===== config.mk =====
export PLATFORM = sky130hd
export DESIGN_NAME = uart_cmd_rx_flat
export DESIGN_NICKNAME = d
export VERILOG_FILES = /design/src/rtl/uart_cmd_rx_if.sv /design/src/rtl/uart_cmd_rx.sv /design/src/flat_wrapper.sv
export SDC_FILE = /design/constraint.sdc
export NUM_CORES = 1
export LEC_CHECK = 0
export BUFFER_PORTS_ARGS = -buffer_cell sky130_fd_sc_hd__buf_2
export CAP_MARGIN = 10
export CORE_AREA = 8 8 90 92
export CTS_CLUSTER_DIAMETER = 100
export DETAILED_ROUTE_END_ITERATION = 12
export DIE_AREA = 0 0 98 100
export SLEW_MARGIN = 15
export SYNTH_ARGS = -nofsm -noshare
export SYNTH_HDL_FRONTEND = slang
export SYNTH_SLANG_ARGS = --single-unit

===== constraint.sdc =====
create_clock -name clk -period 3.13 [get_ports clk]
set_clock_uncertainty 0.2 [all_clocks]
set_input_delay 0.1565 -clock clk [delete_from_list [all_inputs] [get_ports clk]]
set_output_delay 0.1565 -clock clk [all_outputs]
set_load 0.02 [all_outputs]

===== src/rtl/uart_cmd_rx_if.sv =====
// uart_cmd_rx_if: command-word handshake between receiver and acquisition control
//   word_data  : received word {byte0, byte1}
//   word_valid : word_data holds an unconsumed word
//   word_ready : consumer accepts the word this cycle
interface uart_cmd_rx_if;
  logic [15:0] word_data;
  logic        word_valid;
  logic        word_ready;
  modport master (output word_data, word_valid, input word_ready);
  modport slave  (input word_data, word_valid, output word_ready);
endinterface


===== src/rtl/uart_cmd_rx.sv =====
// uart_cmd_rx: 8N1 receiver pairing bytes into 16-bit command words, high byte first
//   clk, reset_n                : clock, asynchronous active-low reset
//   rx                          : asynchronous serial input, idle high
//   word                        : master side of the word_data/word_valid/word_ready holding register
//   frame_err, overrun, timeout : one-cycle event pulses
//   busy                        : receiving a byte or holding the first byte of a word
module uart_cmd_rx #(
  parameter int CLKS_PER_BIT = 16,
  parameter int TIMEOUT_BITS = 24
) (
  input  logic          clk,
  input  logic          reset_n,
  input  logic          rx,
  uart_cmd_rx_if.master word,
  output logic          frame_err,
  output logic          overrun,
  output logic          timeout,
  output logic          busy
);
  localparam int TMO = TIMEOUT_BITS * CLKS_PER_BIT;
  localparam int CW = $clog2(TMO + 1);
  localparam logic [CW-1:0] HALF = CW'(CLKS_PER_BIT / 2);
  localparam logic [CW-1:0] FULL = CW'(CLKS_PER_BIT);
  localparam logic [CW-1:0] TLIM = CW'(TMO);
  localparam logic [CW-1:0] ONE = CW'(1);
  typedef enum logic [2:0] {IDLE, START, DATA, STOP, WAIT_HI} state_t;
  state_t        state_q;
  logic [1:0]    sync_q;
  logic [CW-1:0] cnt_q, tcnt_q;
  logic [2:0]    bit_q;
  logic [7:0]    sh_q, hi_q;
  logic [15:0]   data_q;
  logic          flag_q, valid_q, frame_err_q, overrun_q, timeout_q;
  logic          rx_s, start_d, sample_d, load_d;
  assign rx_s     = sync_q[1];
  assign start_d  = state_q == IDLE && !rx_s;
  // cnt_q holds cycles since START entry (first sample at half a bit) or since the previous sample
  assign sample_d = cnt_q == (state_q == START ? HALF : FULL);
  assign load_d   = !valid_q || word.word_ready;
  assign word.word_data  = data_q;
  assign word.word_valid = valid_q;
  assign frame_err = frame_err_q;
  assign overrun   = overrun_q;
  assign timeout   = timeout_q;
  assign busy      = state_q != IDLE || flag_q;
  always_ff @(posedge clk or negedge reset_n) begin
    if (!reset_n) begin
      sync_q      <= 2'b11;
      state_q     <= IDLE;
      cnt_q       <= '0;
      tcnt_q      <= '0;
      bit_q       <= '0;
      sh_q        <= '0;
      hi_q        <= '0;
      data_q      <= '0;
      flag_q      <= 1'b0;
      valid_q     <= 1'b0;
      frame_err_q <= 1'b0;
      overrun_q   <= 1'b0;
      timeout_q   <= 1'b0;
    end else begin
      sync_q      <= {sync_q[0], rx};
      cnt_q       <= (state_q inside {IDLE, WAIT_HI} || sample_d) ? ONE : cnt_q + ONE;
      frame_err_q <= 1'b0;
      overrun_q   <= 1'b0;
      timeout_q   <= 1'b0;
      if (valid_q && word.word_ready) valid_q <= 1'b0;
      // timer restarts at each START entry so only the idle gap before a byte can expire it
      if (flag_q) begin
        if (start_d) tcnt_q <= '0;
        else if (tcnt_q == TLIM) begin
          timeout_q <= 1'b1;
          flag_q    <= 1'b0;
        end else tcnt_q <= tcnt_q + ONE;
      end
      case (state_q)
        IDLE: if (!rx_s) state_q <= START;
        START: if (sample_d) begin
          state_q <= rx_s ? IDLE : DATA;
          bit_q   <= '0;
        end
        DATA: if (sample_d) begin
          sh_q  <= {rx_s, sh_q[7:1]};
          bit_q <= bit_q + 3'd1;
          if (bit_q == 3'd7) state_q <= STOP;
        end
        STOP: if (sample_d) begin
          if (!rx_s) begin
            frame_err_q <= 1'b1;
            flag_q      <= 1'b0;
            state_q     <= WAIT_HI;
          end else begin
            state_q <= IDLE;
            flag_q  <= !flag_q;
            if (!flag_q) begin
              hi_q   <= sh_q;
              tcnt_q <= ONE;
            end else if (load_d) begin
              data_q  <= {hi_q, sh_q};
              valid_q <= 1'b1;
            end else overrun_q <= 1'b1;
          end
        end
        WAIT_HI: if (rx_s) state_q <= IDLE;
        default: state_q <= IDLE;
      endcase
    end
  end
endmodule


===== src/flat_wrapper.sv =====
// flat-port wrapper written by rule: the top's interface ports become plain ports
module uart_cmd_rx_flat 
#(
  parameter int CLKS_PER_BIT = 16,
  parameter int TIMEOUT_BITS = 24
)
  (clk, reset_n, rx, frame_err, overrun, timeout, busy, word_word_data, word_word_valid, word_word_ready);
  uart_cmd_rx_if word_i ();
  input  logic clk;
  input  logic reset_n;
  input  logic rx;
  output logic frame_err;
  output logic overrun;
  output logic timeout;
  output logic busy;
  output wire logic [$bits(word_i.word_data)-1:0] word_word_data;
  output wire logic [$bits(word_i.word_valid)-1:0] word_word_valid;
  input wire logic [$bits(word_i.word_ready)-1:0] word_word_ready;
  assign word_word_data = word_i.word_data;
  assign word_word_valid = word_i.word_valid;
  assign word_i.word_ready = word_word_ready;
  uart_cmd_rx #(.CLKS_PER_BIT(CLKS_PER_BIT), .TIMEOUT_BITS(TIMEOUT_BITS)) u_core (.clk(clk), .reset_n(reset_n), .rx(rx), .word(word_i), .frame_err(frame_err), .overrun(overrun), .timeout(timeout), .busy(busy));
endmodule

Yosys cells after proc, flatten, opt, wreduce, memory -nomap -nowiden
Index checks and enable logic that the tools add are counted.
Word-level totals
  flip-flop bits (word level): 63
  bits in latches: 0
  bits in writable memories: 0
  output and inout port bits: 21
  word-level logic and storage cells: 91
  memories kept: 0
  bits of input ports: 4
  bits in read-only memories: 0
Operators by class
  add/subtract/negate cells: 3
  bitwise operators: 1
  div/mod/pow operators: 0
  reductions and logical operators: 17
  multipliers: 0
  equal/unequal tests: 13
  mux-type cells: 44
  $lt $le $gt $ge: 0
  shifts and indexed selects: 0
Operator list (count)
  $mux W9: 8
  $mux W3: 9
  $mux W1: 23
  $add A9 B1 Y9 const B: 2
  $pmux W3 S5: 1
  $ne A2 B1 Y1 const B: 5
  $eq A9 B9 Y1: 1
  $eq A9 B9 Y1 const B: 1
  $eq A3 B2 Y1 const B: 2
  $eq A3 B3 Y1 const B: 2
  $pmux W3 S2: 1
  $reduce_and A6 Y1: 1
  $mux W5: 1
  $reduce_and A5 Y1: 1
  $reduce_and A4 Y1: 1
  $reduce_bool A2 Y1: 2
  $add A3 B1 Y3 const B: 1
  $eq A3 B1 Y1 const B: 1
  $logic_not A1 Y1: 3
  $logic_not A3 Y1: 1
  $logic_or A1 B1 Y1: 3
  $reduce_and A3 Y1: 1
  $reduce_bool A3 Y1: 1
  $logic_and A1 B1 Y1: 2
  4 further kinds: 4

Logic depth before layout (Yosys ltp)
  depth after elaboration: 8
  mapped depth: 9

Worst setup path after synthesis
No wires, ideal clock.
  kind: register to register
  start: register u_core.cnt_q[0]
  end: register u_core.data_q[10], in the netlist u_core.word.word_data[10]
  path buffers: 3
  cell stages (with the launch flop): 10
  data required time: 2.805 ns
  path slack: 0.142 ns
  library setup time: 0.125 ns
  data arrival time: 2.663 ns
  clock period less this slack: 2.988 ns
  cells stage by stage: dfrtp_1 inv_1 ha_1 or4bb_1 or4_4 buf_6 or3b_1 buf_6 buf_12 mux2_4
On the way
  cells in the longest elaborated chain, start to end: 2
RTL lines
  start: declaration: line uart_cmd_rx.sv:29  | logic [CW-1:0] cnt_q, tcnt_q;
  start signal: assignment: line uart_cmd_rx.sv:63  | cnt_q <= (state_q inside {IDLE, WAIT_HI} || sample_d) ? ONE : cnt_q + ONE;
  $eq A9 B9 Y1: line uart_cmd_rx.sv:38  | assign sample_d = cnt_q == (state_q == START ? HALF : FULL);
  $reduce_and A5 Y1 (no source line)
  end signal: assignment: line uart_cmd_rx.sv:99  | data_q <= {hi_q, sh_q};
  end: declaration: line uart_cmd_rx.sv:32  | logic [15:0] data_q;
Every way passes these cells.
A chain may end at the register's enable or synchronous reset.

Worst setup path in the final report
  start: register u_core.cnt_q[0]
  end: register u_core.data_q[8], in the netlist u_core.word.word_data[8]
Same word-level chain as after synthesis.

==> impl_results.md <==
- Row count: 30
- Final setup viols: 0
- Synth Area per Inst: 11.8 sq um
- Clk root buf: clkbuf_8
- Worst-path clk slew: 70 ps
- Final ANT Viol Nets: 0
- Total grt overflow: 0
- Register Area: 0.00158 sq mm
- Starting Density: 44.0%
- Critical path class: register to register
- Seq/Total Area, Yosys: 54.1%
- Post-synth top area share: 52.3%
- Syn nets: 257
- Number of synthesized flops with an enable pin: 0
- CTS tree: yes
- CP endpoint kind: register
- Final Hold Fails: 0
- Final Instance Area: 0.00338 sq mm
- Outcome: finished, final reports clean
- Iteration-0 DRC Markers: 105
- WHS: 136 ps
- Post-synth top flop: dfrtp_1
- CTS resizes: 0
- IO Count: 25
- Async SR Flop Fraction: 100%
- Synthesis warning total: 0
- Vias in the first global route: 1949
- Fin util: 50.9%
- FF+latch count, synth: 63
- Drt wl/cell: 14.9 microns
- Synth Instances: 247
- Setup slack, reg-to-reg: 150 ps
- Diode count: 0
- Synth top area cells: dfrtp_1 (52%), mux2_2 (8.5%), mux2_4 (5.1%)
- Die X: 98 microns
- Final critical-path share of the clock period: 95.1%
- Vias per inst: 5.20
- Slew headroom: 58.2%
- H-tree Lvls: 3
- Fill cells: 592
- Max frequency: 336 MHz
- 1st-pass router iterations: 4
- Placed cell areas: 0.00315 sq mm
- Largest net degree at the start of global routing: 39
- Total CTS buffers: 9
- Synth top cells by count: dfrtp_1 (61), nor2_1 (25), mux2_2 (22)
- Core area: 0.00664 sq mm
- Worst Tran Pin Value: 621 ps
- Die height: 100 microns
- Layout area overhead: 15.9%
- Fin crit period: 2980 ps
- Synthesized cell area: 0.00292 sq mm
- Final HPWL DP: 3.79 mm
- Max VDD drop: 0.379 mV
- Most instantiated library cell after synthesis: dfrtp_1
- Routed wire length: 5.47 mm
- Setup TNS Final: 0 ps
- Buffers on Ports: 24
- Total track usage: 12.5%
- Startpoint type of the worst setup path: register
- Arrival @ worst endpoint: 3000 ps
- Max Cap Viol: 0
- Pwr dens: 581 mW/mm^2
- Fin nets: 293
- Initial antenna violation count: 0
- Final slew viol count: 0
- Global-route wire length before repair: 9.74 mm
- Crit Path Max Fanout: 16
- Worst path required time: 3150 ps
- Yosys top cell by area: dfrtp_1
- Multi-input logic area: 0.00124 sq mm
- Hold Path Class: input port to async pin
- Clk Latency, worst-skew pair: 340 ps
- Clock Tree Buf Depth: 2
- RSZ-0062 raised after global routing: false
- Lkg Pwr: 0.00165 uW
- Overall power: 1970 uW
- RD Place Congestion: 0.759
- Clock sink count: 63
- Yosys cell types: 45
- # DRC: 0
- Die ar.: 0.00980 sq mm
- Total vias in the final route: 1915
- Fraction of layout cells with a size suffix above 1: 31.3%
[sequential cells by signal, indices dropped and copies added, names as in the netlist, 2 cells and up]
signal,count
u_core.cnt_q,9
u_core.hi_q,8
u_core.state_q,3
u_core.sync_q,2
u_core.bit_q,3
u_core.sh_q,8
u_core.word.word_data,16
u_core.tcnt_q,9
[stage by stage]
step           setup slack [ps]  std cells
2_1_floorplan               142        247
3_3_place_gp                213        349
3_5_place_dp                165        349
4_1_cts                     155        368
5_1_grt                    61.4        368
6_report                    152        368
[power by group]
part           switching (uW)  leakage, uW  total, uW  internal, uW
clock network             317    0.0000988        730           413
logic                     191     0.000690        328           136
registers                51.5     0.000864        908           857
[critical path: stages (launching register included)]
cell	delay, ps
dfrtp_1	410
inv_1	90
ha_1	180
or4bb_1	510
or4_4	540
or3b_1	380
buf_4	230
mux2_4	320
[final cells by class]
cell class              count  area share (%)
flip-flops and latches     63            46.7
multi-input cells         163            36.6
repair buffers             37            6.65
clock buffers              12            4.58
well taps                  80            2.96
clock inverters             4            1.59
inverters                   9           0.998
[metal layers]
| metal | track usage [%] | up-vias | routed length [microns] |
|---|---|---|---|
| met4 | 5.64 | 0 | 62 |
| met1 | 15.8 | 948 | 2670 |
| met2 | 18.5 | 22 | 2510 |
| met3 | 4.78 | 6 | 227 |
| met5 | 0 | - | 0 |
| li1 | - | 939 | - |
[repair_timing]
action | CTS | global route
hold buffers | 3 | 0
hold endpoints to repair | 28 | 0
setup buffers | 0 | 0
[placed cells by master, fill, tap and decap left out, drive strengths merged, types with 3 or more instances in the layout]
cell type and n:
dfrtp 61, buf 34, mux2 32, nor2 25, nand2 17, clkbuf 12, inv 9, xnor2 9
nand3 8, nor3 8, ha 6, nand2b 5, a21oi 5, o21ai 5, nand4 4, nor4 3
or2 3, or4bb 3, a22o 3, dlygate4sd3 3
[cells by family (layout without fill, tap and decap cells)]
logic type,after synthesis,count (layout),synth area share [%]
mux,33,33,14.0
compound gates,26,26,6.38
buf+inv,21,62,3.81
xor+xnor,11,11,3.30
flops,63,63,54.1
simple gates,87,87,15.9
fa+ha+maj,6,6,2.57
[final timing paths]
check / startpoint / end / cells after the start
setup / recovery: u_core.cnt_q[0]$_DFF_PN0_ / u_core.word.word_data[8]$_DFFE_PN0P_ / 7
hold reg to reg: u_core.sync_q[0]$_DFF_PN1_ / u_core.sync_q[1]$_DFF_PN1_ / 0
setup reg to reg: u_core.cnt_q[0]$_DFF_PN0_ / u_core.word.word_data[8]$_DFFE_PN0P_ / 7
max in group asynchronous: reset_n / u_core.state_q[2]$_DFFE_PN0P_ / 3
min in group clk: u_core.sync_q[0]$_DFF_PN1_ / u_core.sync_q[1]$_DFF_PN1_ / 0
hold / removal: reset_n / u_core.tcnt_q[6]$_DFF_PN0_ / 2
No activity file was read; power rests on OpenSTA's default activity.
